<file path="src/rtl/uart_tx_arbiter.sv">
// uart_tx_arbiter: round-robin arbiter that locks one requester onto the UartTx data port
// for a whole packet, releasing on the last beat or after an idle timeout.
module uart_tx_arbiter #(
   parameter int NUM_REQ = 4,
   parameter int DATA_W  = 9,
   parameter int IDX_W   = 2,
   parameter int TIMEOUT = 1024
) (
   input  logic                      clk,
   input  logic                      reset,
   input  logic [NUM_REQ-1:0]        req_valid,
   input  logic [NUM_REQ*DATA_W-1:0] req_bits,
   input  logic [NUM_REQ-1:0]        req_last,
   output logic [NUM_REQ-1:0]        req_ready,
   output logic                      tx_valid,
   output logic [DATA_W-1:0]         tx_bits,
   input  logic                      tx_ready,
   output logic [IDX_W-1:0]          grant_idx,
   output logic                      busy,
   output logic                      timeout_evt
);
   localparam int CNT_W = TIMEOUT > 1 ? $clog2(TIMEOUT + 1) : 1;
   typedef enum logic {IDLE, LOCKED} state_t;
   state_t state, state_nxt;
   logic [IDX_W-1:0] last_grant, grant_nxt, last_nxt, idx;
   logic [CNT_W-1:0] cnt, cnt_nxt;
   logic evt_nxt, xfer, found;

   always_ff @(posedge clk or posedge reset)
      if (reset) begin
         state       <= IDLE;
         grant_idx   <= '0;
         last_grant  <= IDX_W'(NUM_REQ - 1);
         cnt         <= '0;
         timeout_evt <= 1'b0;
      end else begin
         state       <= state_nxt;
         grant_idx   <= grant_nxt;
         last_grant  <= last_nxt;
         cnt         <= cnt_nxt;
         timeout_evt <= evt_nxt;
      end

   always_comb begin
      state_nxt = state;
      grant_nxt = grant_idx;
      last_nxt  = last_grant;
      cnt_nxt   = cnt;
      evt_nxt   = 1'b0;
      found     = 1'b0;
      idx       = '0;
      busy      = state == LOCKED;
      tx_valid  = busy && req_valid[grant_idx];
      tx_bits   = tx_valid ? req_bits[grant_idx*DATA_W +: DATA_W] : '0;
      req_ready = '0;
      req_ready[grant_idx] = busy && tx_ready;
      xfer      = tx_valid && tx_ready;
      if (!busy) begin
         // Search starts just past the last winner so a lone requester wraps back to itself.
         for (int i = 1; i <= NUM_REQ; i++) begin
            idx = IDX_W'((int'(last_grant) + i) % NUM_REQ);
            if (!found && req_valid[idx]) begin
               found     = 1'b1;
               grant_nxt = idx;
            end
         end
         state_nxt = found ? LOCKED : IDLE;
         cnt_nxt   = '0;
      end else if (xfer) begin
         cnt_nxt = '0;
         if (req_last[grant_idx]) begin
            state_nxt = IDLE;
            last_nxt  = grant_idx;
         end
      end else if (!req_valid[grant_idx] && TIMEOUT != 0) begin
         // The pulse is registered so it coincides with the first idle cycle.
         if (cnt == CNT_W'(TIMEOUT - 1)) begin
            state_nxt = IDLE;
            last_nxt  = grant_idx;
            evt_nxt   = 1'b1;
            cnt_nxt   = '0;
         end else begin
            cnt_nxt = cnt + 1'b1;
         end
      end
   end
endmodule

</file>
<file path="config.mk">
export PLATFORM = sky130hd
export DESIGN_NAME = uart_tx_arbiter
export DESIGN_NICKNAME = d
export VERILOG_FILES = /design/src/rtl/uart_tx_arbiter.sv
export SDC_FILE = /design/constraint.sdc
export NUM_CORES = 1
export LEC_CHECK = 0
export CORE_UTILIZATION = 25
export DETAILED_ROUTE_END_ITERATION = 7
export PLACE_DENSITY = 0.55
export SLEW_MARGIN = 20
export SYNTH_ARGS = -nofsm -noshare
export SYNTH_HDL_FRONTEND = slang
export SYNTH_SLANG_ARGS = --single-unit
</file>
<file path="constraint.sdc">
create_clock -name clk -period 2.9 [get_ports clk]
set_clock_uncertainty 0.2 [all_clocks]
set_input_delay 0.58 -clock clk [delete_from_list [all_inputs] [get_ports clk]]
set_output_delay 0.58 -clock clk [all_outputs]
set_load 0.01 [all_outputs]
</file>
==> results.sh, run 1 <==
export IMPL_async_reset_ff_share_pct=100.0
export IMPL_setup_tns_ns=0
export IMPL_insertion_delay_ns=0.25
export IMPL_postCtsHoldBufs=0
export IMPL_synthCells=137
export IMPL_cpMostUsedCell="clkdlybuf4s50_1"
export IMPL_filler_cell_count=506
export IMPL_synth_edf_count=0
export IMPL_synth_common_cells="dfrtp_1, nor2_1, and3_1"
export IMPL_holdCritPathClass="reg2reg"
export IMPL_drive_above_1_share_pct=20.45
export IMPL_cts_reportedPaths_clkPinSlew_ns=0.07
export IMPL_start_kind="input pin"
export IMPL_grt_overflow_total=0
export IMPL_num_rows=26
export IMPL_max_freq_ghz=0.3473
export IMPL_dieArea_um2=5718
export IMPL_antenna_cells=0
export IMPL_muxShareOfSynthArea_pct=23.55
export IMPL_start_util_pct=26.20
export IMPL_wl_per_cell_um=14.69
export IMPL_finalNetCount=269
export IMPL_ys_flop_type="dfrtp_1"
export IMPL_hold_viol_final=0
export IMPL_drc_errors=0
export IMPL_worstMarginPinSlew_ns=0.6493
export IMPL_die_y_um=75.62
export IMPL_vdd_drop_max_mv=0.4239
export IMPL_maxSlewViolCount=0
export IMPL_grt_pass1_wl_um=6734
export IMPL_grt_max_degree=18
export IMPL_track_usage_pct=16.05
export IMPL_clock_path_buffers=2
export IMPL_synth_top_area_share_pct=27.70
export IMPL_synth_top_area_cell="dfrtp_1"
export IMPL_wl_um=4259
export IMPL_critical_path_class="in2out"
export IMPL_hold_ws_ns=0.2898
export IMPL_max_slew_margin_rel_pct=56.66
export IMPL_synth_xor_area_share_pct=1.939
export IMPL_maxCapViolations=0
export IMPL_cts_tree="built"
export IMPL_stdcell_area_um2=2285
export IMPL_dr_pass1_iters=4
export IMPL_place_port_buffers=64
export IMPL_ys_seq_area_share_pct=31.58
export IMPL_synthToLayoutAreaGrowth_pct=68.61
export IMPL_fin_util_pct=44.17
export IMPL_core_area_um2=5172
export IMPL_synth_compound_area_share_pct=14.96
export IMPL_syn_num_nets=185
export IMPL_crit_required_ns=2.12
export IMPL_rsz0062_at_grt="false"
export IMPL_routed_via_density=4.817
export IMPL_vias=1397
export IMPL_min_period_ns=2.879
export IMPL_drt_initial_drc_count=68
export IMPL_cp_arrival_ns=2.10
export IMPL_path_buf_inv=2
export IMPL_critPathSlowestCell="clkdlybuf4s50_1"
export IMPL_die_w_um=75.62
export IMPL_leakagePower_nw=1.070
export IMPL_ios=65
export IMPL_synth_cell_types=36
export IMPL_pwr_density_cell_nw_per_um2=708.3
export IMPL_setup_viol=0
export IMPL_place_hpwl_um=3211
export IMPL_cts_num_sinks=17
export IMPL_synth_seq_cells=17
export IMPL_ant_nets=0
export IMPL_yosysMostFrequentCell="dfrtp_1"
export IMPL_grt_pass1_vias=1433
export IMPL_post_dp_cell_area_um2=2177
export IMPL_path_delay_family="buffers and inverters"
export IMPL_endpoint_kind="primary output"
export IMPL_place_gp_congestion=0.7362
export IMPL_synth_fa_ha_area_share_pct=0.9234
export IMPL_path_cells="clkdlybuf4s50_1 -> mux4_2 -> and3_1 -> clkdlybuf4s50_1"
export IMPL_critPathMaxStageDelay_ns=0.47
export IMPL_synth_simple_gate_area_share_pct=22.81
export IMPL_synthTopCellsByArea="dfrtp_1, mux4_2, and3_1"
export IMPL_p_total_mw=1.618
export IMPL_cts_root_buf="clkbuf_8"
export IMPL_synth_top_family_by_area="multiplexers"
export IMPL_crit_fanout=1
export IMPL_period_share_pct=99.28
export IMPL_reg2reg_slack_ns=0.49
export IMPL_yosysWarnings=0
export IMPL_antenna_found_initial=0
export IMPL_cts_buffers=3
export IMPL_htree_levels=1
export IMPL_outcome="completed"
export IMPL_post_synth_instance_area_um2=1355
export IMPL_syn_avg_cell_area_um2=9.891
placed cells by master, fill, tap and decap left out, drive strengths merged:
master          n
nand4           1
nand2          10
buf            20
o221ai          1
nand3b          2
or2             3
xnor2           2
o31ai           1
xor2            1
nor2b           4
dfrtp          15
a21oi           7
mux4           12
and2            2
o21a            1
o22ai           1
dlygate4sd2     5
mux2            3
clkdlybuf4s50  53
a31oi           5
a22o            4
or2b            1
clkbuf          4
nand3           7
nand2b          2
inv             5
mux2i           3
nor2           13
dfstp           2
a41oi           1
ha              1
dlymetal6s2s    6
o21ai           8
a21o            2
and3           12
cell families after synthesis:
group | count (synthesis)
compound gates | 31
xor+xnor | 3
fa+ha+maj | 1
buf+inv | 11
flops | 17
mux | 17
simple gates | 57
stage by stage:
| step | cells | worst slack, ns |
|---|---|---|
| after detailed placement | 281 | -0.1859 |
| after global placement | 281 | -0.1526 |
| after CTS | 290 | 0.007766 |
| final | 290 | 0.02100 |
| after floorplan | 137 | 0.6021 |
| after global routing | 290 | 0.007543 |
metal layers:
layer | track usage (%) | up-vias | wire [µm]
met2 | 31.15 | 29 | 2258
met3 | 3.175 | 2 | 151
met5 | 0 | - | 0
li1 | - | 685 | -
met1 | 18.25 | 681 | 1815
met4 | 2.881 | 0 | 34
power by group:
group	switching [mW]	leakage [nW]	internal, mW
Combinational	0.421	0.829	0.630
Clock	0.0793	0.0228	0.0975
Sequential	0.0918	0.218	0.299
Total	0.592	1.07	1.03
final timing paths:
kind | endpoint | from | depth (start not counted)
worst max-delay path | tx_bits[4] | req_bits[22] | 4
worst min-delay path | cnt[10] | cnt[10] | 1
worst max register to register | last_grant[1] | grant_idx[0] | 8
worst min register to register | cnt[10] | cnt[10] | 1
max in group asynchronous | grant_idx[0] | reset | 2
min in group asynchronous | cnt[2] | reset | 2
flip-flops by register name, summed over array words and instances, names as in the netlist:
name / flops
timeout_evt: 1
cnt: 11
grant_idx: 2
busy: 1
last_grant: 2
final cells by class:
cell class	instances	area [µm²]	share of cell area, %
inverters	5	18.77	0.8215
flip-flops and latches	17	429.2	18.78
repair buffers	84	812.0	35.54
multi-input cells	110	892.1	39.05
clock buffers	4	45.04	1.972
well taps	70	87.58	3.834
worst reg2reg max path, cell delays in order (launching register included):
cell and delay, ns:
dfrtp_2 0.39, buf_4 0.13, mux4_2 0.57, buf_4 0.17, buf_4 0.13, or2b_1 0.14, nand2_1 0.05, a21oi_1 0.21
mux2_2 0.36
timing repair:
item,4_1_cts,5_1_grt
setup endpoints to repair,10,6
endpoints found under the hold margin,0,0
buffers inserted,4,0
resized for setup,7,6
pin swaps,0,0
gates cloned,1,0
Note: power is estimated with default switching activity, not from simulation.
==> run 2: changes to the inputs <==
--- a/config.mk
+++ b/config.mk
@@ -7,6 +7,7 @@
 export LEC_CHECK = 0
 export CORE_UTILIZATION = 25
 export DETAILED_ROUTE_END_ITERATION = 7
+export HOLD_SLACK_MARGIN = 0.05
 export PLACE_DENSITY = 0.55
 export SLEW_MARGIN = 20
 export SYNTH_ARGS = -nofsm -noshare
==> results of run 2 <==
Final layout, timing and power as in run 1 (identical DEF).
==> run 3: changes to the inputs <==
--- a/config.mk
+++ b/config.mk
@@ -5,6 +5,7 @@
 export SDC_FILE = /design/constraint.sdc
 export NUM_CORES = 1
 export LEC_CHECK = 0
+export CORE_ASPECT_RATIO = 1.4
 export CORE_UTILIZATION = 25
 export DETAILED_ROUTE_END_ITERATION = 7
 export HOLD_SLACK_MARGIN = 0.05
==> constraint.sdc (replaced) <==
create_clock -name clk -period 3.4 [get_ports clk]
set_clock_uncertainty 0.2 [all_clocks]
set_input_delay 0.68 -clock clk [delete_from_list [all_inputs] [get_ports clk]]
set_output_delay 0.68 -clock clk [all_outputs]
set_load 0.01 [all_outputs]
==> run 3 against run 2 <==
Against the previous run:
- power is 22% lower
- first-iteration DRC count is 40% lower
- critical path depth stayed put
- sequential cell count stayed put
- final area is 6.2% lower
- worst hold slack hardly changed
- via count is 3.4% lower
- die area hardly changed
- clock power is 15% lower
- core utilization is 3.0 points lower
- global-route usage is 2.1 points lower
- largest cell class unchanged
==> results.sh, run 3 (same netlist as run 1, synthesis figures left out) <==
export IMPL_rsz0062_at_grt="false"
export IMPL_period_share_pct=96.35
export IMPL_cts_tree="built"
export IMPL_vias=1349
export IMPL_hold_viol_final=0
export IMPL_drive_above_1_share_pct=14.15
export IMPL_routed_via_density=4.978
export IMPL_max_freq_ghz=0.3053
export IMPL_place_gp_congestion=0.7476
export IMPL_cts_num_sinks=17
export IMPL_p_comb_share_pct=59.8
export IMPL_antenna_found_initial=0
export IMPL_max_slew_margin_rel_pct=55.59
export IMPL_crit_fanout=11
export IMPL_met2_usage_pct=25.92
export IMPL_critPathSlowestCell="mux4_2"
export IMPL_htree_levels=1
export IMPL_largestRegisters="cnt: 11 flops, grant_idx: 2 flops, last_grant: 2 flops"
export IMPL_seq_power_share_pct=28.3
export IMPL_start_kind="input pin"
export IMPL_cts_resized=0
export IMPL_ant_nets=0
export IMPL_place_port_buffers=64
export IMPL_outcome="completed"
export IMPL_cts_root_buf="clkbuf_8"
export IMPL_min_period_ns=3.276
export IMPL_clkPwrFrac_pct=11.9
export IMPL_use_met1_pct=16.44
export IMPL_r2r_end="cnt[5]"
export IMPL_r2r_start="grant_idx[1]"
export IMPL_grt_overflow_total=0
export IMPL_maxSlewViolCount=0
export IMPL_post_cts_buffers=0
export IMPL_start_util_pct=26.07
export IMPL_largest_reg_flops=11
export IMPL_cpMostUsedCell="clkdlybuf4s50_1"
export IMPL_grt_max_degree=18
export IMPL_switchingPower_mw=0.4771
export IMPL_hold_ws_ns=0.2902
export IMPL_setup_tns_ns=0
export IMPL_leakagePower_nw=0.8955
export IMPL_path_cells="clkdlybuf4s50_1 -> mux4_2 -> and3_1 -> clkdlybuf4s50_1"
export IMPL_crit_start="req_valid[0]"
export IMPL_drt_initial_drc_count=41
export IMPL_drc_errors=0
export IMPL_final_cell_mix="clkdlybuf4s50_1, dfrtp_1, nor2_1, and3_1, nand2_1"
export IMPL_grt_pass1_vias=1266
export IMPL_critical_path_class="in2out"
export IMPL_clock_path_buffers=2
export IMPL_wl_um=3919
export IMPL_pwr_density_cell_nw_per_um2=592.7
export IMPL_cp_arrival_ns=2.40
export IMPL_reg2reg_slack_ns=0.81
export IMPL_vdd_drop_max_mv=0.2924
export IMPL_core_area_um2=5197
export IMPL_die_w_um=64.22
export IMPL_worstSetupPathDepth=4
export IMPL_endpoint_kind="primary output"
export IMPL_filler_cell_count=540
export IMPL_maxCapViolations=0
export IMPL_dr_pass1_iters=4
export IMPL_insertion_delay_ns=0.25
export IMPL_crit_required_ns=2.52
export IMPL_crit_end="tx_bits[0]"
export IMPL_ios=65
export IMPL_met3_usage_pct=2.551
export IMPL_cts_reportedPaths_clkPinSlew_ns=0.07
export IMPL_critPathMaxStageDelay_ns=0.59
export IMPL_worstHoldStart="cnt[10]"
export IMPL_holdCritPathClass="reg2reg"
export IMPL_regMostFlops="cnt"
export IMPL_postCtsHoldBufs=0
export IMPL_dp_cells=267
export IMPL_final_cells=271
export IMPL_wl_per_cell_um=14.46
export IMPL_grt_pass1_wl_um=6189
export IMPL_top_usage_layer="met2"
export IMPL_path_delay_family="buffers and inverters"
export IMPL_worstMarginPinSlew_ns=0.6654
export IMPL_cts_buffers=3
export IMPL_num_rows=31
export IMPL_final_common_cell="clkdlybuf4s50_1"
export IMPL_finalNetCount=254
export IMPL_path_buf_inv=2
export IMPL_reg2reg_depth=6
export IMPL_p_int_mw=0.7925
export IMPL_antenna_cells=0
export IMPL_track_usage_pct=13.93
export IMPL_setup_viol=0
export IMPL_die_y_um=89.11
export IMPL_p_total_mw=1.270
export IMPL_synthToLayoutAreaGrowth_pct=58.08
export IMPL_place_hpwl_um=3065
export IMPL_swShare_pct=37.58
export IMPL_dieArea_um2=5723
==> run 3: changes by cell type in the layout (fill, tap and decap cells not counted), sizes merged <==
| cell | before | now |
|---|---|---|
| buf | 20 | 6 |
| clkdlybuf4s50 | 53 | 64 |
| dlygate4sd2 | 5 | 0 |
| dlymetal6s2s | 6 | 0 |
| mux4 | 12 | 11 |
==> run 3: routing by layer <==
layer  vias up  share of wire, %
met5         -                 0
met4         0              0.38
met3         2               6.8
met2        53                49
met1       643                44
li1        651                 -
==> run 3: cell type report <==
type	instances	area (µm²)	area share (%)
multi-input cells	109	869.6	40.60
repair buffers	70	698.2	32.59
flip-flops and latches	17	427.9	19.98
well taps	66	82.58	3.855
clock buffers	4	45.04	2.103
inverters	5	18.77	0.8762
==> run 3: how the worst min path moves through the flow <==
stage / cells after the start / endpoint
2_1_floorplan: 1 / cnt[10]
3_3_place_gp: 1 / cnt[10]
3_5_place_dp: 1 / cnt[10]
4_1_cts: 1 / cnt[10]
5_1_grt: 1 / cnt[10]
6_report: 1 / cnt[10]
==> run 3: power groups by stage <==
stage | registers [mW] | logic [mW] | clock network, mW
floorplan | 0.312 | 0.501 | 0
CTS | 0.358 | 0.768 | 0.156
global route | 0.373 | 0.828 | 0.166
finish | 0.359 | 0.760 | 0.151
detailed placement | 0.363 | 0.766 | 0
global placement | 0.362 | 0.760 | 0
==> run 3: metrics by stage <==
| step | util (%) | cell area, µm² | worst slack, ns |
|---|---|---|---|
| 2_1_floorplan | - | 1355 | 0.9721 |
| 3_3_place_gp | 40.35 | 2097 | 0.1277 |
| 3_5_place_dp | 40.35 | 2097 | 0.1296 |
| 4_1_cts | 41.21 | 2142 | 0.1251 |
| 5_1_grt | 41.21 | 2142 | 0.03078 |
| 6_report | 41.21 | 2142 | 0.1242 |
==> run 3: worst register-to-register path: stages (launching register included) <==
cell and delay [ns]:
dfrtp_1 0.75, mux4_2 0.53, buf_4 0.20, nand2b_4 0.16, nor2b_4 0.31, o21ai_0 0.16
a31oi_1 0.19
